## config.mk

```make
export PLATFORM = sky130hd
export DESIGN_NAME = keypad_scanner_flat
export DESIGN_NICKNAME = d
export VERILOG_FILES = /design/src/rtl/keypad_scanner_if.sv /design/src/rtl/keypad_scanner.sv /design/src/flat_wrapper.sv
export SDC_FILE = /design/constraint.sdc
export NUM_CORES = 1
export LEC_CHECK = 0
export ABC_AREA = 1
export CORE_MARGIN = 2
export CORE_UTILIZATION = 35
export CTS_BUF_LIST = sky130_fd_sc_hd__clkbuf_4 sky130_fd_sc_hd__clkbuf_8 sky130_fd_sc_hd__clkbuf_16
export DETAILED_ROUTE_END_ITERATION = 10
export DONT_BUFFER_PORTS = 1
export PLACE_DENSITY = 0.49
export SLEW_MARGIN = 20
export SYNTH_ARGS = -nofsm -noshare
export SYNTH_HDL_FRONTEND = slang
export SYNTH_SLANG_ARGS = --single-unit
```

## constraint.sdc

```tcl
create_clock -name clk -period 1.4 [get_ports clk]
set_input_delay 0.28 -clock clk [delete_from_list [all_inputs] [get_ports clk]]
set_output_delay 0.28 -clock clk [all_outputs]
set_load 0.02 [all_outputs]
```

## src/rtl/keypad_scanner_if.sv

```systemverilog
// Keypad-side bundle of keypad_scanner: row lines in, column drive and
// encoded key report out.
interface keypad_scanner_if #(
  parameter int COL_BITS = 2,
  parameter int ROW_BITS = 2
);
  localparam int ROWS = 2 ** ROW_BITS;
  localparam int KW   = COL_BITS + ROW_BITS;

  logic [ROWS-1:0]     row_in;
  logic [COL_BITS-1:0] col_sel;
  logic                col_en;
  logic [KW-1:0]       key_code;
  logic                key_valid;
  logic                key_held;

  // key_valid is a one-cycle strobe with no ready: the consumer must take
  // key_code in the cycle key_valid is high; key_held is a plain level.
  modport master (
    input  row_in,
    output col_sel, col_en, key_code, key_valid, key_held
  );

  modport slave (
    output row_in,
    input  col_sel, col_en, key_code, key_valid, key_held
  );
endinterface

```

## src/rtl/keypad_scanner.sv

```systemverilog
// Matrix keypad scanner: walks columns, debounces synchronised row reads at
// the end of each column dwell and reports one {column,row} code per press.
module keypad_scanner #(
  parameter int COL_BITS = 2,
  parameter int ROW_BITS = 2,
  parameter int SCAN_DIV = 1000,
  parameter int DEBOUNCE = 4
) (
  input  logic             clk,
  input  logic             rst_n,
  keypad_scanner_if.master kp,
  output logic [1:0]       dbg_state
);
  localparam int ROWS = 2 ** ROW_BITS;
  localparam int KW   = COL_BITS + ROW_BITS;
  localparam int CW   = (SCAN_DIV > 1) ? $clog2(SCAN_DIV) : 1;
  localparam int DW   = $clog2(DEBOUNCE + 1);

  typedef enum logic [1:0] {
    ST_SCAN = 2'd0,
    ST_DEB  = 2'd1,
    ST_HELD = 2'd2
  } state_e;

  state_e              state_q, state_d;
  logic [CW-1:0]       dwell_q, dwell_d;
  logic [COL_BITS-1:0] col_q, col_d;
  logic                col_en_q, col_en_d;
  logic [ROWS-1:0]     meta_q, meta_d;
  logic [ROWS-1:0]     sync_q, sync_d;
  logic [KW-1:0]       cand_q, cand_d;
  logic [DW-1:0]       stable_q, stable_d;
  logic [DW-1:0]       rel_q, rel_d;
  logic [KW-1:0]       code_q, code_d;
  logic                valid_q, valid_d;
  logic                held_q, held_d;

  logic                dwell_end;
  logic                row_hit;
  logic [ROW_BITS-1:0] row_idx;
  logic [KW-1:0]       cand;
  logic                latched_low;

  // Priority decode: iterating downward leaves the lowest high row in row_idx.
  always_comb begin
    row_hit = 1'b0;
    row_idx = '0;
    for (int i = ROWS - 1; i >= 0; i--) begin
      if (sync_q[i]) begin
        row_hit = 1'b1;
        row_idx = ROW_BITS'(i);
      end
    end
  end

  assign dwell_end   = (dwell_q == CW'(SCAN_DIV - 1));
  assign cand        = {col_q, row_idx};
  assign latched_low = ~sync_q[cand_q[ROW_BITS-1:0]];

  always_comb begin
    state_d  = state_q;
    dwell_d  = dwell_end ? '0 : dwell_q + CW'(1);
    col_d    = col_q;
    col_en_d = 1'b1;
    meta_d   = kp.row_in;
    sync_d   = meta_q;
    cand_d   = cand_q;
    stable_d = stable_q;
    rel_d    = rel_q;
    code_d   = code_q;
    valid_d  = 1'b0;
    held_d   = held_q;

    if (dwell_end) begin
      unique case (state_q)
        ST_SCAN: begin
          if (!row_hit) begin
            col_d = col_q + COL_BITS'(1);
          end else begin
            cand_d   = cand;
            stable_d = DW'(1);
            if (DEBOUNCE == 1) begin
              code_d  = cand;
              valid_d = 1'b1;
              held_d  = 1'b1;
              rel_d   = '0;
              state_d = ST_HELD;
            end else begin
              state_d = ST_DEB;
            end
          end
        end
        ST_DEB: begin
          if (row_hit && (cand == cand_q)) begin
            stable_d = stable_q + DW'(1);
            if (stable_q + DW'(1) == DW'(DEBOUNCE)) begin
              code_d  = cand_q;
              valid_d = 1'b1;
              held_d  = 1'b1;
              rel_d   = '0;
              state_d = ST_HELD;
            end
          end else begin
            // A disagreeing sample restarts from scratch on the same column.
            stable_d = '0;
            state_d  = ST_SCAN;
          end
        end
        ST_HELD: begin
          if (latched_low) begin
            if (rel_q + DW'(1) == DW'(DEBOUNCE)) begin
              held_d  = 1'b0;
              rel_d   = '0;
              col_d   = col_q + COL_BITS'(1);
              state_d = ST_SCAN;
            end else begin
              rel_d = rel_q + DW'(1);
            end
          end else begin
            rel_d = '0;
          end
        end
        default: state_d = ST_SCAN;
      endcase
    end
  end

  always_ff @(posedge clk or negedge rst_n) begin
    if (!rst_n) begin
      state_q  <= ST_SCAN;
      dwell_q  <= '0;
      col_q    <= '0;
      col_en_q <= 1'b0;
      meta_q   <= '0;
      sync_q   <= '0;
      cand_q   <= '0;
      stable_q <= '0;
      rel_q    <= '0;
      code_q   <= '0;
      valid_q  <= 1'b0;
      held_q   <= 1'b0;
    end else begin
      state_q  <= state_d;
      dwell_q  <= dwell_d;
      col_q    <= col_d;
      col_en_q <= col_en_d;
      meta_q   <= meta_d;
      sync_q   <= sync_d;
      cand_q   <= cand_d;
      stable_q <= stable_d;
      rel_q    <= rel_d;
      code_q   <= code_d;
      valid_q  <= valid_d;
      held_q   <= held_d;
    end
  end

  assign kp.col_sel   = col_q;
  assign kp.col_en    = col_en_q;
  assign kp.key_code  = code_q;
  assign kp.key_valid = valid_q;
  assign kp.key_held  = held_q;
  assign dbg_state    = state_q;
endmodule
```

## src/flat_wrapper.sv

```systemverilog
// flat-port wrapper written by rule: the top's interface ports become plain ports
module keypad_scanner_flat 
#(
  parameter int COL_BITS = 2,
  parameter int ROW_BITS = 2,
  parameter int SCAN_DIV = 1000,
  parameter int DEBOUNCE = 4
)
  (clk, rst_n, dbg_state, kp_row_in, kp_col_sel, kp_col_en, kp_key_code, kp_key_valid, kp_key_held);
  keypad_scanner_if #(.COL_BITS(COL_BITS), .ROW_BITS(ROW_BITS)) kp_i ();
  input  logic clk;
  input  logic rst_n;
  output logic [1:0] dbg_state;
  input wire logic [$bits(kp_i.row_in)-1:0] kp_row_in;
  output wire logic [$bits(kp_i.col_sel)-1:0] kp_col_sel;
  output wire logic [$bits(kp_i.col_en)-1:0] kp_col_en;
  output wire logic [$bits(kp_i.key_code)-1:0] kp_key_code;
  output wire logic [$bits(kp_i.key_valid)-1:0] kp_key_valid;
  output wire logic [$bits(kp_i.key_held)-1:0] kp_key_held;
  assign kp_i.row_in = kp_row_in;
  assign kp_col_sel = kp_i.col_sel;
  assign kp_col_en = kp_i.col_en;
  assign kp_key_code = kp_i.key_code;
  assign kp_key_valid = kp_i.key_valid;
  assign kp_key_held = kp_i.key_held;
  keypad_scanner #(.COL_BITS(COL_BITS), .ROW_BITS(ROW_BITS), .SCAN_DIV(SCAN_DIV), .DEBOUNCE(DEBOUNCE)) u_core (.clk(clk), .rst_n(rst_n), .kp(kp_i), .dbg_state(dbg_state));
endmodule
```

[Yosys cells after proc, flatten, opt, wreduce, memory -nomap -nowiden]
Cells that the tools add are included.
Storage, ports and cells
  register bits after elaboration: 39
  latch bits: 0
  bits in writable memories: 0
  memory bits (read-only): 0
  input bits: 6
  output and inout bits: 11
  memories: 0
Operators by class
  add/subtract/negate cells: 4
  $mul: 0
  div/mod/pow operators: 0
  order comparisons: 1
  equality and inequality tests: 13
  shifts and indexed selects: 0
  multiplexer cells: 38
  bitwise operators: 0
  reductions and logical operators: 12
Operator list (number)
  2-bit 2-to-1 mux: 12
  3-bit 2-to-1 mux: 6
  1-bit 2-to-1 mux: 13
  3-bit one-hot mux with 2 select lines: 2
  10-bit by 1-bit adder with 10-bit output (second input constant): 1
  10-bit == test (second input constant): 1
  10-bit 2-to-1 mux: 1
  5-bit AND reduction: 2
  2-bit by 1-bit != test with 1-bit output (second input constant): 4
  4-bit AND reduction: 2
  3-bit by 1-bit adder with 3-bit output (second input constant): 2
  3-bit == test (second input constant): 2
  2-bit one-hot mux with 3 select lines: 1
  3-bit AND reduction: 2
  6-bit AND reduction: 1
  2-bit nonzero test: 3
  4-bit == test: 1
  2-bit != test (second input constant): 2
  2-bit one-hot mux with 2 select lines: 1
  2-bit by 3-bit less-than comparator with 1-bit output (second input constant): 1
  3-bit != test (second input constant): 1
  2-bit by 1-bit adder with 2-bit output (second input constant): 1
  1-bit binary-select mux with 2-bit select: 1
  2-bit by 1-bit == test with 1-bit output (second input constant): 1
  4 further kinds: 4

[Logic depth before layout (Yosys ltp)]
Gate-level depths: netlist of the first run.
  depth after elaboration: 9
  mapped depth: 12

[Worst setup path before layout of the first run]
OpenSTA, ideal clock, no wires.
  path kind: register to register
  from: register u_core.state_q[0] (netlist: u_core.dbg_state[0])
  to: register u_core.col_q[1] (netlist: u_core.kp.col_sel[1])
  setup time: 0.125 ns
  arrival: 1.375 ns
  setup slack: -0.100 ns
  stages on the path, launching flop included: 9
  path buffers: 0
  period minus slack after synthesis: 1.500 ns
  cells stage by stage: dfrtp_1 -> inv_1 -> ha_1 -> nand3_1 -> o21ai_0 -> inv_1 -> nor2_1 -> nand3_1 -> xor2_1
On the way
  word-level cells in the longest chain between the ends: 3
Ends and longest elaborated chain
  start, declared: RTL line keypad_scanner.sv:25  | state_e state_q, state_d;
  start signal, assigned: RTL line keypad_scanner.sv:143  | state_q <= state_d;
  2-bit == test or 2-bit logical NOT (tied branches): RTL line keypad_scanner.sv:75  | unique case (state_q)
  2-bit != test (no source line) (tied with other cells)
  5-bit AND reduction (no source line)
  end signal, assigned: RTL line keypad_scanner.sv:145  | col_q <= col_d;
  end, declared: RTL line keypad_scanner.sv:27  | logic [COL_BITS-1:0] col_q, col_d;
Parallel ways exist; a longest one is shown, timed or not.
A chain may end at the register's enable or synchronous reset.

[Final worst setup path of the first run]
  from: register u_core.dwell_q[0]
  to: register u_core.dwell_q[9]
On the way
  word-level cells in the longest chain between the ends: 2
Ends and longest elaborated chain
  start, declared: RTL line keypad_scanner.sv:26  | logic [CW-1:0] dwell_q, dwell_d;
  start signal, assigned: RTL line keypad_scanner.sv:144  | dwell_q <= dwell_d;
  10-bit by 1-bit adder with 10-bit output or 10-bit == test (tied branches): RTL line keypad_scanner.sv:62, keypad_scanner.sv:56
  10-bit 2-to-1 mux *: RTL line keypad_scanner.sv:62  | dwell_d = dwell_end ? '0 : dwell_q + CW'(1);
  via u_core.dwell_d[9]: RTL line keypad_scanner.sv:26
Mark *: on every way through the listed nets, which the timed path passes. The rest lies on a longest branch.

==> impl_metrics.prom, run 1 <==
# TYPE chip_impl_metric gauge
chip_impl_metric{name="period_share",unit="%"} 105
chip_impl_metric{name="final.setup_skew",unit="ns"} 0.00995
chip_impl_metric{name="port-buffer-count",unit=""} 0
chip_impl_metric{name="synth_nets",unit=""} 241
chip_impl_metric{name="dpl.hpwl",unit="mm"} 3.06
chip_impl_metric{name="synthesis.area_per_instance",unit="sq um"} 8.51
chip_impl_metric{name="cts-root-to-sink-buffers",unit=""} 2
chip_impl_metric{name="required_arrival_time_at_the_worst_endpoint",unit="ns"} 1.62
chip_impl_metric{name="ir_drop",unit="uV"} 516
chip_impl_metric{name="final.setup.worst_slack",unit="ns"} -0.0639
chip_impl_metric{name="drv_cap",unit=""} 0
chip_impl_metric{name="power.density",unit="nW/um^2"} 760
chip_impl_metric{name="track_usage",unit="%"} 15.3
chip_impl_metric{name="fin_cells",unit=""} 372
chip_impl_metric{name="cts-buffers-inserted",unit=""} 5
chip_impl_metric{name="hold_fails_final_rpt",unit=""} 0
chip_impl_metric{name="detailedPlace.worstSlack",unit="ns"} -0.145
chip_impl_metric{name="total_setup_violations_reported_at_the_end_of_the_flow",unit=""} 19
chip_impl_metric{name="syn_area",unit="sq um"} 1930
chip_impl_metric{name="diodes",unit=""} 0
chip_impl_metric{name="ys.warnings.count",unit=""} 0
chip_impl_metric{name="flip_flop_and_latch_area",unit="sq um"} 981
chip_impl_metric{name="power.leakage",unit="nW"} 1.44
chip_impl_metric{name="fp.dieW",unit="um"} 78.3
chip_impl_info{name="outcome",value="finished, violations left"} 1
chip_impl_metric{name="drt_iter0_drc",unit=""} 41
chip_impl_metric{name="rows",unit=""} 27
chip_impl_metric{name="finalWirelength",unit="mm"} 4.23
chip_impl_metric{name="num_vias",unit=""} 1649
chip_impl_metric{name="worstPathMaxFanout",unit=""} 5
chip_impl_metric{name="grt_antenna_before_repair",unit=""} 0
chip_impl_metric{name="multi_input_combinational_cell_area",unit="sq um"} 1050
chip_impl_metric{name="syn-instance-count",unit=""} 227
chip_impl_info{name="cts.root.buffer_cell",value="sky130_fd_sc_hd__clkbuf_8"} 1
chip_impl_info{name="criticalPathCategory",value="flop to flop"} 1
chip_impl_metric{name="ys_ff_latch",unit=""} 39
chip_impl_metric{name="finish.net_count",unit=""} 313
chip_impl_metric{name="remaining_drc_errors",unit=""} 0
chip_impl_metric{name="synth_largest_type_area_fraction",unit="%"} 50.5
chip_impl_metric{name="areaGrowthSynthToFinish",unit="%"} 51.7
chip_impl_metric{name="cts.sink_count",unit=""} 39
chip_impl_metric{name="initial_core_util",unit="%"} 35.7
chip_impl_info{name="netlist.top_cell.by_area",value="sky130_fd_sc_hd__dfrtp_1"} 1
chip_impl_metric{name="first_pass_grt_wire_length",unit="mm"} 7.29
chip_impl_info{name="critical_path.startpoint_type",value="flop"} 1
chip_impl_metric{name="cts.clk_slew.worst_paths",unit="ns"} 0.08
chip_impl_info{name="violations",value="negative setup slack"} 1
chip_impl_info{name="layout.cells.most_common_list",value="sky130_fd_sc_hd__buf_4, sky130_fd_sc_hd__nand2_1, sky130_fd_sc_hd__dfrtp_1"} 1
chip_impl_metric{name="n_fill_cell",unit=""} 493
chip_impl_metric{name="grt_overflow",unit=""} 0
chip_impl_metric{name="floorplan.die.height",unit="um"} 78.3
chip_impl_metric{name="floorplan.io_pins",unit=""} 17
chip_impl_metric{name="worstSkewPairLatency",unit="ns"} 0.29
chip_impl_info{name="holdCritPathClass",value="flop to flop"} 1
chip_impl_metric{name="layout-drive-gt1-share",unit="%"} 50.3
chip_impl_metric{name="synthDistinctLibCells",unit=""} 25
chip_impl_metric{name="grt_pass1_vias",unit=""} 1632
chip_impl_info{name="critPathCaptureType",value="flop"} 1
chip_impl_info{name="final_common_cell",value="sky130_fd_sc_hd__buf_4"} 1
chip_impl_metric{name="gpl.final_weighted_congestion",unit=""} 0.737
chip_impl_info{name="tritoncts",value="yes"} 1
chip_impl_metric{name="wl_per_cell",unit="um"} 11.4
chip_impl_metric{name="route.antenna.remaining_nets",unit=""} 0
chip_impl_metric{name="fmax",unit="GHz"} 0.683
chip_impl_metric{name="die_area",unit="sq um"} 6130
chip_impl_metric{name="detail_route.vias_per_cell",unit=""} 4.43
chip_impl_metric{name="grt_max_degree",unit=""} 40
chip_impl_metric{name="period_minus_slack",unit="ns"} 1.46
chip_impl_metric{name="final.setup.tns",unit="ns"} -0.542
chip_impl_metric{name="synth-seq-area-share",unit="%"} 50.5
chip_impl_metric{name="cts-htree-levels",unit=""} 2
chip_impl_info{name="synthTopCellsByArea",value="sky130_fd_sc_hd__dfrtp_1, sky130_fd_sc_hd__nand2_1, sky130_fd_sc_hd__inv_1"} 1
chip_impl_metric{name="worst-endpoint-arrival",unit="ns"} 1.68
chip_impl_metric{name="placed_cells",unit=""} 348
chip_impl_metric{name="core_area",unit="sq um"} 5410
chip_impl_metric{name="drt_pre_antenna_iters",unit=""} 6
chip_impl_metric{name="timing_max_transition_violations_final",unit=""} 0
chip_impl_info{name="unrepaired_setup_endpoints_after_global_routing",value="true"} 1
==> logic make-up after synthesis <==
logic type	Yosys count	share of synthesized area [%]
AND/OR/NAND/NOR	112	28.0
adder cells (fa/ha/maj)	8	5.18
other	1	0.194
XOR/XNOR	5	2.27
AO/OA/AOI/OAI	23	6.28
buffers and inverters	39	7.58
flip-flops	39	50.5
==> metrics by stage <==
stage | utilization, % | total power, mW | cell area [sq um] | hold slack, ns
2_1_floorplan | - | 1.20 | 1950 | -0.0156
3_3_place_gp | 44.6 | 1.23 | 2410 | -0.0150
3_5_place_dp | 44.6 | 1.23 | 2410 | -0.0151
4_1_cts | 50.5 | 2.26 | 2730 | 0.354
5_1_grt | 54.2 | 2.33 | 2930 | 0.360
6_report | 54.2 | 2.23 | 2930 | 0.352
==> state kept, by name, indices dropped and copies added (netlist names), 2 cells and up <==
signal              cells
u_core.cand_q           4
u_core.dbg_state        2
u_core.dwell_q         10
u_core.kp.col_sel       2
u_core.kp.key_code      4
u_core.meta_q           4
u_core.rel_q            3
u_core.stable_q         3
u_core.sync_q           4
==> final cells by class <==
| type | count | share of cell area, % |
|---|---|---|
| clock buffer | 5 | 2.35 |
| clock inverter | 3 | 1.62 |
| inverter | 39 | 5.08 |
| multi-input combinational | 149 | 35.9 |
| sequential | 39 | 33.5 |
| tap | 72 | 3.07 |
| timing repair buffer | 65 | 18.5 |
==> Yosys cell counts <==
cell type                   n
sky130_fd_sc_hd__conb_1     1
sky130_fd_sc_hd__nor3_1     2
sky130_fd_sc_hd__xor2_1     4
sky130_fd_sc_hd__nor2_2     3
sky130_fd_sc_hd__nor3_4     2
sky130_fd_sc_hd__a21oi_1    6
sky130_fd_sc_hd__nand2_1   57
sky130_fd_sc_hd__xnor2_1    1
sky130_fd_sc_hd__inv_1     39
sky130_fd_sc_hd__nand2_2    2
sky130_fd_sc_hd__o21bai_1   1
sky130_fd_sc_hd__nor3_2     1
sky130_fd_sc_hd__or2_2      2
sky130_fd_sc_hd__o21ai_1    5
sky130_fd_sc_hd__nand3_4    1
sky130_fd_sc_hd__nor2_1    11
sky130_fd_sc_hd__nand4_1    5
sky130_fd_sc_hd__or2_0      1
sky130_fd_sc_hd__ha_1       8
sky130_fd_sc_hd__o21ai_0   10
sky130_fd_sc_hd__o21ai_2    1
sky130_fd_sc_hd__nand3_1   22
sky130_fd_sc_hd__nand2_4    1
sky130_fd_sc_hd__nor4_1     2
sky130_fd_sc_hd__dfrtp_1   39
==> worst max-delay path, stage by stage (launching register included) <==
cell and delay, ns:
sky130_fd_sc_hd__dfrtp_1 0.39, sky130_fd_sc_hd__ha_2 0.20, sky130_fd_sc_hd__buf_6 0.12, sky130_fd_sc_hd__nand2_4 0.06
sky130_fd_sc_hd__inv_4 0.05, sky130_fd_sc_hd__nand3_4 0.12, sky130_fd_sc_hd__buf_4 0.13, sky130_fd_sc_hd__buf_4 0.12
sky130_fd_sc_hd__o21ai_0 0.08, sky130_fd_sc_hd__a21oi_1 0.13
==> report_power, final <==
part	internal, mW	switching [mW]	leakage, nW	total (mW)
Combinational	0.0572	0.0626	0.880	0.120
Clock	0.540	0.420	0.0587	0.960
Sequential	1.14	0.00936	0.504	1.15
==> what timing repair did <==
action	in CTS	in global routing
setup endpoints to repair	25	25
resized for setup	39	51
hold buffers	6	0
setup buffers	2	8
pin swaps	20	16
cloned	0	0
endpoints found under the hold margin	43	0
==> final timing paths <==
kind / startpoint / to / slack [ns] / depth (start not counted)
setup / recovery: u_core.dwell_q[0]$_DFF_PN0_ / u_core.dwell_q[9]$_DFF_PN0_ / -0.06 / 9
hold / removal: u_core.meta_q[2]$_DFF_PN0_ / u_core.sync_q[2]$_DFF_PN0_ / 0.35 / 0
setup reg to reg: u_core.dwell_q[0]$_DFF_PN0_ / u_core.dwell_q[9]$_DFF_PN0_ / -0.06 / 9
hold reg to reg: u_core.meta_q[2]$_DFF_PN0_ / u_core.sync_q[2]$_DFF_PN0_ / 0.35 / 0
max in group asynchronous: rst_n / u_core.dwell_q[5]$_DFF_PN0_ / 0.74 / 2
min in group asynchronous: rst_n / u_core.kp.col_sel[1]$_DFFE_PN0P_ / 0.45 / 2
==> metal layers <==
metal / up-vias / global-route usage (%) / part of all wire (%)
li1: 865 / - / -
met1: 754 / 19.2 / 49
met2: 23 / 25.1 / 46
met3: 7 / 4.83 / 4.1
met4: 0 / 5.26 / 1.3
met5: - / 0 / 0
Note: power is estimated with default switching activity, not from simulation.
==> inputs of run 2 (changes only) <==
CORE_MARGIN = 1.5   (was 2)
CTS_CLUSTER_DIAMETER = 120   (was default)
==> impl_metrics.prom, run 2 (synthesis results as in run 1) <==
# TYPE chip_impl_metric gauge
chip_impl_metric{name="die_area",unit="sq um"} 5970
chip_impl_metric{name="detailedPlace.worstSlack",unit="ns"} -0.178
chip_impl_metric{name="postLayoutCoreUtil",unit="%"} 57.8
chip_impl_metric{name="cts.sink_count",unit=""} 39
chip_impl_info{name="critical_path.startpoint_type",value="flop"} 1
chip_impl_metric{name="worst-endpoint-arrival",unit="ns"} 1.69
chip_impl_metric{name="power_frac_clock",unit="%"} 42.4
chip_impl_metric{name="finish.net_count",unit=""} 322
chip_impl_metric{name="hold_fails_final_rpt",unit=""} 0
chip_impl_info{name="tritoncts",value="yes"} 1
chip_impl_metric{name="fin_cells",unit=""} 379
chip_impl_metric{name="remaining_drc_errors",unit=""} 0
chip_impl_info{name="worstReg2RegEnd",value="u_core.kp.key_code[3]$_DFFE_PN0P_"} 1
chip_impl_info{name="unrepaired_setup_endpoints_after_global_routing",value="true"} 1
chip_impl_metric{name="power_frac_comb",unit="%"} 5.7
chip_impl_metric{name="final.setup.worst_slack",unit="ns"} -0.0974
chip_impl_info{name="top_register",value="u_core.dwell_q"} 1
chip_impl_metric{name="floorplan.die.height",unit="um"} 77.3
chip_impl_metric{name="finalWirelength",unit="mm"} 4.52
chip_impl_metric{name="num_vias",unit=""} 1718
chip_impl_metric{name="p_seq_share",unit="%"} 51.9
chip_impl_metric{name="grtUsageMet3",unit="%"} 4.64
chip_impl_metric{name="placed_cells",unit=""} 347
chip_impl_metric{name="wl_per_cell",unit="um"} 11.9
chip_impl_metric{name="required_arrival_time_at_the_worst_endpoint",unit="ns"} 1.59
chip_impl_metric{name="fmax",unit="GHz"} 0.668
chip_impl_metric{name="dpl.hpwl",unit="mm"} 3.04
chip_impl_info{name="grt-busiest-layer",value="met2"} 1
chip_impl_info{name="holdCritPathClass",value="flop to flop"} 1
chip_impl_info{name="critPathCaptureType",value="flop"} 1
chip_impl_metric{name="cts-root-to-sink-buffers",unit=""} 2
chip_impl_metric{name="use_met2",unit="%"} 25.3
chip_impl_metric{name="core_area",unit="sq um"} 5200
chip_impl_metric{name="areaGrowthSynthToFinish",unit="%"} 55.8
chip_impl_metric{name="period_minus_slack",unit="ns"} 1.50
chip_impl_metric{name="gpl.final_weighted_congestion",unit=""} 0.772
chip_impl_metric{name="timing_max_transition_violations_final",unit=""} 0
chip_impl_metric{name="largest_reg_flops",unit=""} 10
chip_impl_metric{name="power.leakage",unit="nW"} 1.49
chip_impl_metric{name="drt_pre_antenna_iters",unit=""} 4
chip_impl_metric{name="worstPathMaxFanout",unit=""} 9
chip_impl_metric{name="grt_max_degree",unit=""} 40
chip_impl_info{name="cts.root.buffer_cell",value="sky130_fd_sc_hd__clkbuf_8"} 1
chip_impl_metric{name="layout-drive-gt1-share",unit="%"} 46.9
chip_impl_info{name="final_common_cell",value="sky130_fd_sc_hd__buf_4"} 1
chip_impl_metric{name="cts-htree-levels",unit=""} 2
chip_impl_metric{name="grt_pass1_vias",unit=""} 1678
chip_impl_metric{name="power.density",unit="nW/um^2"} 734
chip_impl_info{name="hp-start",value="u_core.meta_q[3]$_DFF_PN0_"} 1
chip_impl_metric{name="worst-r2r-cell-count",unit=""} 7
chip_impl_metric{name="drv_cap",unit=""} 0
chip_impl_metric{name="floorplan.io_pins",unit=""} 17
chip_impl_metric{name="final.setup_skew",unit="ns"} 0.0102
chip_impl_info{name="whs_endpoint",value="u_core.sync_q[3]$_DFF_PN0_"} 1
chip_impl_metric{name="worstSkewPairLatency",unit="ns"} 0.29
chip_impl_metric{name="power.switching_fraction",unit="%"} 21.7
chip_impl_metric{name="period_share",unit="%"} 107
chip_impl_metric{name="grt_overflow",unit=""} 0
chip_impl_metric{name="port-buffer-count",unit=""} 0
chip_impl_metric{name="detail_route.vias_per_cell",unit=""} 4.53
chip_impl_metric{name="drt_iter0_drc",unit=""} 66
chip_impl_info{name="outcome",value="finished, violations left"} 1
chip_impl_metric{name="track_usage",unit="%"} 15.8
chip_impl_metric{name="dpl-instance-area",unit="sq um"} 2420
chip_impl_metric{name="grtUsageMet1",unit="%"} 20.2
chip_impl_metric{name="switchingPower",unit="mW"} 0.480
chip_impl_metric{name="rows",unit=""} 26
chip_impl_metric{name="total_setup_violations_reported_at_the_end_of_the_flow",unit=""} 18
chip_impl_metric{name="diodes",unit=""} 0
chip_impl_metric{name="worstHoldPathCells",unit=""} 0
chip_impl_metric{name="cts.clk_slew.worst_paths",unit="ns"} 0.08
chip_impl_metric{name="post-route-cell-area",unit="sq um"} 3010
chip_impl_metric{name="setup_slack_of_the_worst_register_to_register_path",unit="ns"} -0.1
chip_impl_metric{name="initial_core_util",unit="%"} 37.1
chip_impl_metric{name="power_report.internal_total",unit="mW"} 1.73
chip_impl_info{name="criticalPathCategory",value="flop to flop"} 1
chip_impl_metric{name="fp.dieW",unit="um"} 77.3
chip_impl_info{name="violations",value="negative setup slack"} 1
chip_impl_info{name="worst_r2r_startpoint",value="u_core.dwell_q[3]$_DFF_PN0_"} 1
chip_impl_metric{name="grt_antenna_before_repair",unit=""} 0
chip_impl_metric{name="ir_drop",unit="uV"} 650
chip_impl_metric{name="first_pass_grt_wire_length",unit="mm"} 7.38
chip_impl_info{name="layout.cells.most_common_list",value="sky130_fd_sc_hd__buf_4, sky130_fd_sc_hd__nand2_1, sky130_fd_sc_hd__dfrtp_1"} 1
chip_impl_metric{name="cts-buffers-inserted",unit=""} 5
chip_impl_metric{name="route.antenna.remaining_nets",unit=""} 0
run 2: changes by cell type in the layout (fill, tap and decap cells not counted), sizes merged:
| cell | delta |
|---|---|
| inv | -1 |
| clkinv | +1 |
| buf | +9 |
run 2: cell type report:
| class | instances | area, sq um |
|---|---|---|
| repair buffers | 74 | 607 |
| inverters | 39 | 151 |
| clock buffers | 5 | 68.8 |
| well taps | 70 | 87.6 |
| clock inverters | 3 | 43.8 |
| fillers | 459 | 2200 |
| flip-flops and latches | 39 | 978 |
| multi-input cells | 149 | 1070 |
run 2: power groups by stage:
stage	combinational [mW]	clock, mW	sequential, mW
6_report	0.125	0.937	1.15
5_1_grt	0.136	0.997	1.15
2_1_floorplan	0.0270	0	1.17
3_5_place_dp	0.0572	0	1.17
3_3_place_gp	0.0571	0	1.17
4_1_cts	0.113	0.964	1.15
run 2: stage by stage:
step           hold slack, ns  setup TNS (ns)  total power, mW
4_1_cts                 0.354          -0.884             2.23
3_3_place_gp          -0.0150           -2.67             1.23
2_1_floorplan         -0.0156         -0.0612             1.20
6_report                0.352           -1.07             2.21
3_5_place_dp          -0.0149           -2.84             1.23
5_1_grt                 0.362           -3.83             2.28
run 2: repair_timing:
item,in CTS,in global routing
hold endpoints to repair,43,0
pin swaps,15,29
hold buffers,6,0
buffers inserted,6,13
resized for setup,36,46
endpoints found under the setup margin,25,25
run 2: per-layer routing:
layer | wire (um) | share of wire (%)
met1 | 2140 | 47
met3 | 150 | 3.3
met2 | 2170 | 48
met5 | 0 | 0
met4 | 60 | 1.3
run 2: how the worst max path moves through the flow:
stage,from,endpoint,slack [ns]
5_1_grt,u_core.dwell_q[3]$_DFF_PN0_,u_core.kp.key_code[2]$_DFFE_PN0P_,-0.23
4_1_cts,u_core.stable_q[1]$_DFFE_PN0P_,u_core.rel_q[1]$_DFFE_PN0P_,-0.09
3_3_place_gp,u_core.stable_q[1]$_DFFE_PN0P_,u_core.rel_q[1]$_DFFE_PN0P_,-0.19
3_5_place_dp,u_core.stable_q[1]$_DFFE_PN0P_,u_core.rel_q[1]$_DFFE_PN0P_,-0.18
6_report,u_core.dwell_q[3]$_DFF_PN0_,u_core.kp.key_code[3]$_DFFE_PN0P_,-0.1
2_1_floorplan,u_core.stable_q[1]$_DFFE_PN0P_,u_core.rel_q[1]$_DFFE_PN0P_,-0.02
run 2: critical path, stage by stage (launching register included):
cell                      delay [ns]
sky130_fd_sc_hd__dfrtp_1        0.40
sky130_fd_sc_hd__buf_6          0.13
sky130_fd_sc_hd__nor3_4         0.22
sky130_fd_sc_hd__nand3_4        0.14
sky130_fd_sc_hd__nor3_4         0.25
sky130_fd_sc_hd__nand2_4        0.12
sky130_fd_sc_hd__nand2_1        0.09
sky130_fd_sc_hd__o21ai_2        0.05
